`src/rtl/prbs_pkg.sv`:
```
// ---------------------------------------------------------------------------
// prbs_pkg
//   Shared definitions for the 8-bit PRBS (x^8+x^6+x^5+x+1 Galois LFSR)
//   generator and checker.
//   PRBS8_W     : PRBS word width
//   chk_state_t : checker synchronisation state
//   prbs8_nxt() : one generator step (next word from current word)
// ---------------------------------------------------------------------------
package prbs_pkg;

  localparam int unsigned PRBS8_W = 8;

  typedef enum logic [1:0] {
    HUNT   = 2'd0,
    VERIFY = 2'd1,
    LOCK   = 2'd2
  } chk_state_t;

  // One Galois LFSR step; maps nonzero words to nonzero words.
  function automatic logic [PRBS8_W-1:0] prbs8_nxt(input logic [PRBS8_W-1:0] c);
    logic [PRBS8_W-1:0] n;
    n[7] = c[6];
    n[6] = c[5] ^ c[7];
    n[5] = c[4] ^ c[7];
    n[4] = c[3];
    n[3] = c[2];
    n[2] = c[1];
    n[1] = c[0] ^ c[7];
    n[0] = c[7];
    return n;
  endfunction

endpackage

```
`src/rtl/prbs8_popcnt.sv`:
```
// ---------------------------------------------------------------------------
// prbs8_popcnt
//   Combinational population count of an 8-bit word.
//   i_data  : word to count
//   o_cnt_c : number of set bits (0..8)
// ---------------------------------------------------------------------------
module prbs8_popcnt
  import prbs_pkg::*;
(
  input  logic [PRBS8_W-1:0] i_data,
  output logic [3:0]         o_cnt_c
);

  always_comb begin
    o_cnt_c = '0;
    for (int unsigned i = 0; i < PRBS8_W; i++) begin
      o_cnt_c = o_cnt_c + 4'(i_data[i]);
    end
  end

endmodule

```
`config.mk`:
```
export PLATFORM = sky130hd
export DESIGN_NAME = prbs8_popcnt
export DESIGN_NICKNAME = d
export VERILOG_FILES = /design/src/rtl/prbs_pkg.sv /design/src/rtl/prbs8_popcnt.sv
export SDC_FILE = /design/constraint.sdc
export NUM_CORES = 1
export LEC_CHECK = 0
export BUFFER_PORTS_ARGS = -buffer_cell sky130_fd_sc_hd__buf_4
export CELL_PAD_IN_SITES_DETAIL_PLACEMENT = 2
export CELL_PAD_IN_SITES_GLOBAL_PLACEMENT = 2
export CORE_AREA = 2 2 39 41
export DETAILED_ROUTE_END_ITERATION = 7
export DIE_AREA = 0 0 41 43
export GPL_ROUTABILITY_DRIVEN = 0
export PLACE_DENSITY = 0.61
export REMOVE_ABC_BUFFERS = 1
export SYNTH_ARGS = -nofsm -noshare
export SYNTH_HDL_FRONTEND = slang
export SYNTH_SLANG_ARGS = --single-unit
```
`constraint.sdc`:
```
create_clock -name vclk -period 3.3
set_input_delay 0.495 -clock vclk [all_inputs]
set_output_delay 0.495 -clock vclk [all_outputs]
set_load 0.1 [all_outputs]
```
Yosys cells after proc, flatten, opt, wreduce, memory -nomap -nowiden
Cells that the tools add are included.
{"block": "op_classes", "magnitude_cmp": 0, "n_shift": 0, "div_mod_pow": 0, "n_addsub": 7, "mux": 0, "n_reduce_logical": 0, "eq_ne": 0, "bitwise_logic": 0, "mul": 0}
{"operator": "$add 4x1->4", "n": 4}
{"operator": "$add 3x1->4", "n": 1}
{"operator": "$add 2x1->3", "n": 1}
{"operator": "$add 1x1->2", "n": 1}
{"block": "word_totals", "elab_cells": 7, "rom_bits": 0, "latchBits": 0, "out_inout_bits": 4, "memories": 0, "ram_bits": 0, "register_bits": 0}

Longest topological paths before layout
Gate-level depths: netlist of run 1.
{"block": "depth", "word_depth": 7, "depth_mapped": 9, "depth_no_buf": 9}

Worst setup path before layout of run 1
OpenSTA, ideal clock, no wires.
{"block": "synth_timing", "path_kind": "input -> output", "startpoint": "input port i_data[0]", "endpoint": "output port o_cnt_c[2]", "required_time_ns": 2.805, "slack_ns": -1.304, "arrival_time_ns": 4.109, "path_buffers": 0, "path_stages": 9, "cell_sequence": "inv_1 -> fa_1 -> fa_1 -> fa_1 -> inv_1 -> ha_1 -> inv_1 -> fa_1 -> xnor2_1"}
{"block": "synth_via", "elab_chain_cells": 7}
{"element": "start, declared", "line_no": "prbs8_popcnt.sv:10", "rtl": "input logic [PRBS8_W-1:0] i_data,"}
{"element": "$add 1x1->2", "line_no": "prbs8_popcnt.sv:17", "rtl": "o_cnt_c = o_cnt_c + 4'(i_data[i]);"}
{"element": "$add 2x1->3", "line_no": "prbs8_popcnt.sv:17"}
{"element": "$add 3x1->4", "line_no": "prbs8_popcnt.sv:17"}
{"element": "$add 4x1->4 (4 in a row)", "line_no": "prbs8_popcnt.sv:17"}
{"element": "end, declared", "line_no": "prbs8_popcnt.sv:11", "rtl": "output logic [3:0] o_cnt_c"}
Every way passes these cells.

Worst setup path in the final report of run 1
{"block": "layout_timing", "startpoint": "input port i_data[3]", "endpoint": "output port o_cnt_c[1]"}
{"block": "layout_via", "elab_chain_cells": 5}
{"element": "$add 3x1->4", "line_no": "prbs8_popcnt.sv:17"}
{"element": "$add 4x1->4 (4 in a row)", "line_no": "prbs8_popcnt.sv:17"}
Every way passes these cells.

==> results.py, run 1 <==
metrics = {
    "drt": {
        "drc": 0,
        "detail_route.wl_per_cell_um": 8.264,
        "drtIter0Drc": 0,
        "vias_per_cell": 3.453,
        "drtPass1Iterations": 1,
        "vias": 183,
        "ant_nets": 0,
        "finalWirelength_um": 438,
    },
    "run_status": {
        "failed_checks": "setup timing",
        "status": "complete, but fails checks",
    },
    "place": {
        "port_buffers": 12,
        "hpwl_um": 388.1,
        "placed_cells_incl_taps": 53,
        "pre_cts_ws_ns": -0.3504,
    },
    "grt": {
        "grt_max_degree": 3,
        "grt_pass1_wl_um": 752,
        "grt_overflow_total": 0,
        "grt_pass1_vias": 222,
        "antenna_found_initial": 0,
        "grt.total_usage": 0.05942,
    },
    "die": {
        "die_h_um": 43,
        "core_area_um2": 1384,
        "initial_core_util": 0.1374,
        "io_pins": 12,
        "fp.dieArea_um2": 1763,
        "die-width_um": 41,
        "rows": 14,
    },
    "logic_synthesis": {
        "synthAdderAreaFrac": 0.6184,
        "synth.area.mux_share": 0,
        "synth_cells": 24,
        "synth_compound_area_frac": 0.02632,
        "synth-xor-area-share": 0.04605,
        "synth_area_um2": 190.2,
        "synth-simple-area-share": 0.03289,
        "ys.warnings.count": 0,
        "synth_top_family_by_area": "adder cells",
        "synth_seq_area_share": 0,
        "synth_cell_types": 6,
        "synth.avg_cell_area_um2": 7.924,
    },
    "layout": {
        "nets": 54,
        "antenna_cells": 0,
        "final_cell_mix": "inv_1, buf_4, inv_2",
        "drive_above_1_share": 0.6216,
        "clkbuf_count": 0,
        "finalNonFillerCells": 53,
        "regArea_um2": 0,
        "area_growth_pct": 92.11,
        "nFlopsAndLatches": 0,
    },
    "power": {
        "vdd_drop_max_mv": 0.2615,
        "powerDensity_nw_per_um2": 799.6,
        "p_leak_nw": 0.2027,
    },
    "timing": {
        "setup_ws_ns": -0.2031,
        "setup_viol": 2,
        "max_slew.worst_pin.slew_ns": 0.2792,
        "rsz0062_at_grt": "yes",
        "fin_crit_ns": 3.503,
        "relSlewSlack": 0.8154,
        "hold_viol_final": 0,
        "max_clock_freq_ghz": 0.2855,
        "slew_viol_final": 0,
        "finalCritPeriodShare": 1.062,
    },
    "worst_setup_path": {
        "endpoint_kind": "output port",
        "crit_required_ns": 2.80,
        "path_class": "in2out",
        "cp-start-kind": "input pin",
        "cp_max_fo": 2,
        "critical_path_arrival_ns": 3.01,
    },
    "job": {
        "drv_cap": 0,
    },
    "cts": {
        "ctsHoldBuffers": 0,
    },
    "hold_path": {
        "hold_path_class": "in2out",
    },
}
-- cell usage after synthesis --
master | number | share of area
inv_1 | 14 | 0.28
nor2b_1 | 1 | 0.033
xnor2_1 | 1 | 0.046
a21oi_1 | 1 | 0.026
ha_1 | 3 | 0.20
fa_1 | 4 | 0.42
-- through the flow --
| stage | hold slack (ns) | TNS, ns | area (um^2) | utilization | power [mW] |
|---|---|---|---|---|---|
| global placement | 1.464 | -0.7319 | 307.8 | 0.2224 | 0.2321 |
| CTS | 1.482 | -0.7061 | 355.3 | 0.2568 | 0.2834 |
| detailed placement | 1.471 | -0.7836 | 307.8 | 0.2224 | 0.2355 |
| floorplan | 1.536 | -2.490 | 190.2 | - | 0.1879 |
| finish | 1.475 | -0.3946 | 365.4 | 0.2640 | 0.2921 |
| global route | 1.485 | -0.6008 | 365.4 | 0.2640 | 0.3088 |
-- worst max-delay path, stage by stage --
cell and delay, ns:
buf_6 0.07, inv_2 0.03, fa_1 0.55, fa_1 0.43
fa_1 0.51, inv_2 0.05, ha_4 0.16, inv_2 0.05
fa_2 0.43, inv_2 0.08, buf_12 0.17
-- layer usage --
metal,track usage,wire length [um],part of all wire
met5,0,0,0
met4,0,0,0
met3,0,32,0.073
met2,0.1344,272,0.62
met1,0.05195,133,0.30
-- logic make-up (layout without fill, tap and decap cells) --
logic type	count (synthesis)	after routing
buffers and inverters	14	27
adders and majority gates	7	7
xor gates and xnor gates	1	1
AOI/OAI and AO/OA	1	1
and+or+nand+nor	1	1
-- cell type report --
type / instances / area (um^2)
Fill cell: 167 / 1018
Inverter: 14 / 52.55
Multi-Input combinational cell: 10 / 163.9
Tap cell: 16 / 20.02
Timing Repair Buffer: 13 / 128.9
-- worst paths after layout --
kind | start | to | slack [ns] | cells after the start
worst max-delay path | i_data[3] | o_cnt_c[1] | -0.20 | 11
worst min-delay path | i_data[2] | o_cnt_c[0] | 1.47 | 3
-- report_power, final --
part	leakage, nW	total [mW]	internal (mW)	switching [mW]
registers	0	0	0	0
logic	0.203	0.292	0.0983	0.194
clock network	0	0	0	0
total	0.203	0.292	0.0983	0.194
-- timing repair --
item,CTS,global route
pin swaps,4,4
buffers inserted,1,1
gates resized for setup,15,4
setup endpoints to repair,3,3
Note: power is estimated with default switching activity, not from simulation.
==> run 2: changes to the inputs <==
==> constraint.sdc (replaced) <==
create_clock -name vclk -period 2.85
set_input_delay 0.285 -clock vclk [all_inputs]
set_output_delay 0.285 -clock vclk [all_outputs]
set_load 0.1 [all_outputs]
==> results.py, run 2 (same netlist as run 1, synthesis figures left out) <==
metrics = {
    "run_status": {
        "status": "complete, but fails checks",
        "failed_checks": "setup timing",
    },
    "layout": {
        "regArea_um2": 0,
        "final_cell_mix": "buf_4, inv_1, inv_2",
        "antenna_cells": 0,
        "nFlopsAndLatches": 0,
        "finalNonFillerCells": 54,
        "nets": 55,
        "drive_above_1_share": 0.6579,
        "area_growth_pct": 100.0,
        "final_common_cell": "buf_4",
        "n_fill_cell": 166,
        "clkbuf_count": 0,
    },
    "grt": {
        "grt_overflow_total": 0,
        "grt_pass1_wl_um": 634,
        "antenna_found_initial": 0,
        "grt_max_degree": 3,
        "grt.total_usage": 0.05030,
        "grt_pass1_vias": 178,
    },
    "place": {
        "placed_cells_incl_taps": 52,
        "port_buffers": 12,
        "hpwl_um": 374.7,
    },
    "timing": {
        "hold_viol_final": 0,
        "fin_crit_ns": 3.067,
        "holdWs_ns": 1.053,
        "rsz0062_at_grt": "yes",
        "max_slew.worst_pin.slew_ns": 0.2790,
        "slew_viol_final": 0,
        "finalCritPeriodShare": 1.076,
        "relSlewSlack": 0.8155,
        "max_clock_freq_ghz": 0.3260,
        "setup_ws_ns": -0.2171,
        "setup_viol": 3,
    },
    "worst_setup_path": {
        "critical_path_arrival_ns": 2.78,
        "crit_path_max_incr_delay_ns": 0.54,
        "crit_chain": "buf_6, inv_2, fa_1, fa_1, fa_1, inv_2, ha_4, inv_2, fa_2, xnor2_2, buf_6",
        "cp_max_fo": 2,
        "endpoint_kind": "output port",
        "crit_slowest_cell": "fa_1",
        "path_class": "in2out",
        "cp-start-kind": "input pin",
        "crit_required_ns": 2.57,
    },
    "drt": {
        "detail_route.wl_per_cell_um": 7.519,
        "vias_per_cell": 3.463,
        "drtIter0Drc": 1,
        "finalWirelength_um": 406,
        "drtPass1Iterations": 2,
        "drc": 0,
        "vias": 187,
        "ant_nets": 0,
    },
    "power": {
        "vdd_drop_max_mv": 0.2888,
        "powerDensity_nw_per_um2": 891.7,
        "power_mw": 0.3392,
        "p_leak_nw": 0.2091,
    },
    "die": {
        "die_h_um": 43,
        "initial_core_util": 0.1374,
        "rows": 14,
        "io_pins": 12,
        "core_area_um2": 1384,
        "die-width_um": 41,
        "fp.dieArea_um2": 1763,
    },
    "job": {
        "drv_cap": 0,
    },
    "hold_path": {
        "hold_path_class": "in2out",
    },
}
==> run 2: cell count changes in the layout (fill, tap and decap cells not counted), sizes merged <==
cell,delta
buf,+1
==> run 2: worst max-delay path, delay by kind of cell <==
kind                     cells  cell delay [ns]
buffers and inverters        5             0.46
adder cells (fa/ha/maj)      5             1.89
XOR/XNOR                     1             0.14
==> run 2: worst paths after layout <==
kind / slack [ns] / startpoint / cells past startpoint / end
worst max-delay path: -0.22 / i_data[3] / 11 / o_cnt_c[2]
worst min-delay path: 1.05 / i_data[2] / 3 / o_cnt_c[0]
==> run 2: what timing repair did <==
item | in CTS | in global routing
pin swaps | 4 | 3
hold buffers | 0 | 0
buffers inserted | 3 | 1
resized for setup | 19 | 4
setup endpoints to repair | 3 | 3
==> run 2: area by class of cell <==
cell class | count | area [um^2] | area share
multi-input combinational | 10 | 166.4 | 0.4375
timing repair buffer | 14 | 141.4 | 0.3717
inverter | 14 | 52.55 | 0.1382
tap | 16 | 20.02 | 0.05263
==> run 2: per-stage QoR <==
stage	cell area, um^2	setup TNS (ns)	setup slack (ns)	utilization
floorplan	190.2	-2.610	-1.334	-
global placement	300.3	-0.7001	-0.3651	0.2170
detailed placement	300.3	-0.7914	-0.3919	0.2170
CTS	380.4	-0.7486	-0.2885	0.2749
global route	380.4	-0.7247	-0.2809	0.2749
finish	380.4	-0.5255	-0.2171	0.2749
==> run 2: layer usage <==
metal | GRT usage | vias up | routed length (um)
met4 | 0 | 0 | 0
met1 | 0.05178 | 88 | 138
met3 | 0 | 0 | 37
met2 | 0.1063 | 8 | 230
li1 | - | 91 | -
met5 | 0 | - | 0
==> run 2: power breakdown <==
| part | internal (mW) | leakage [nW] | switching, mW |
|---|---|---|---|
| clock network | 0 | 0 | 0 |
| logic | 0.116 | 0.209 | 0.223 |
| registers | 0 | 0 | 0 |
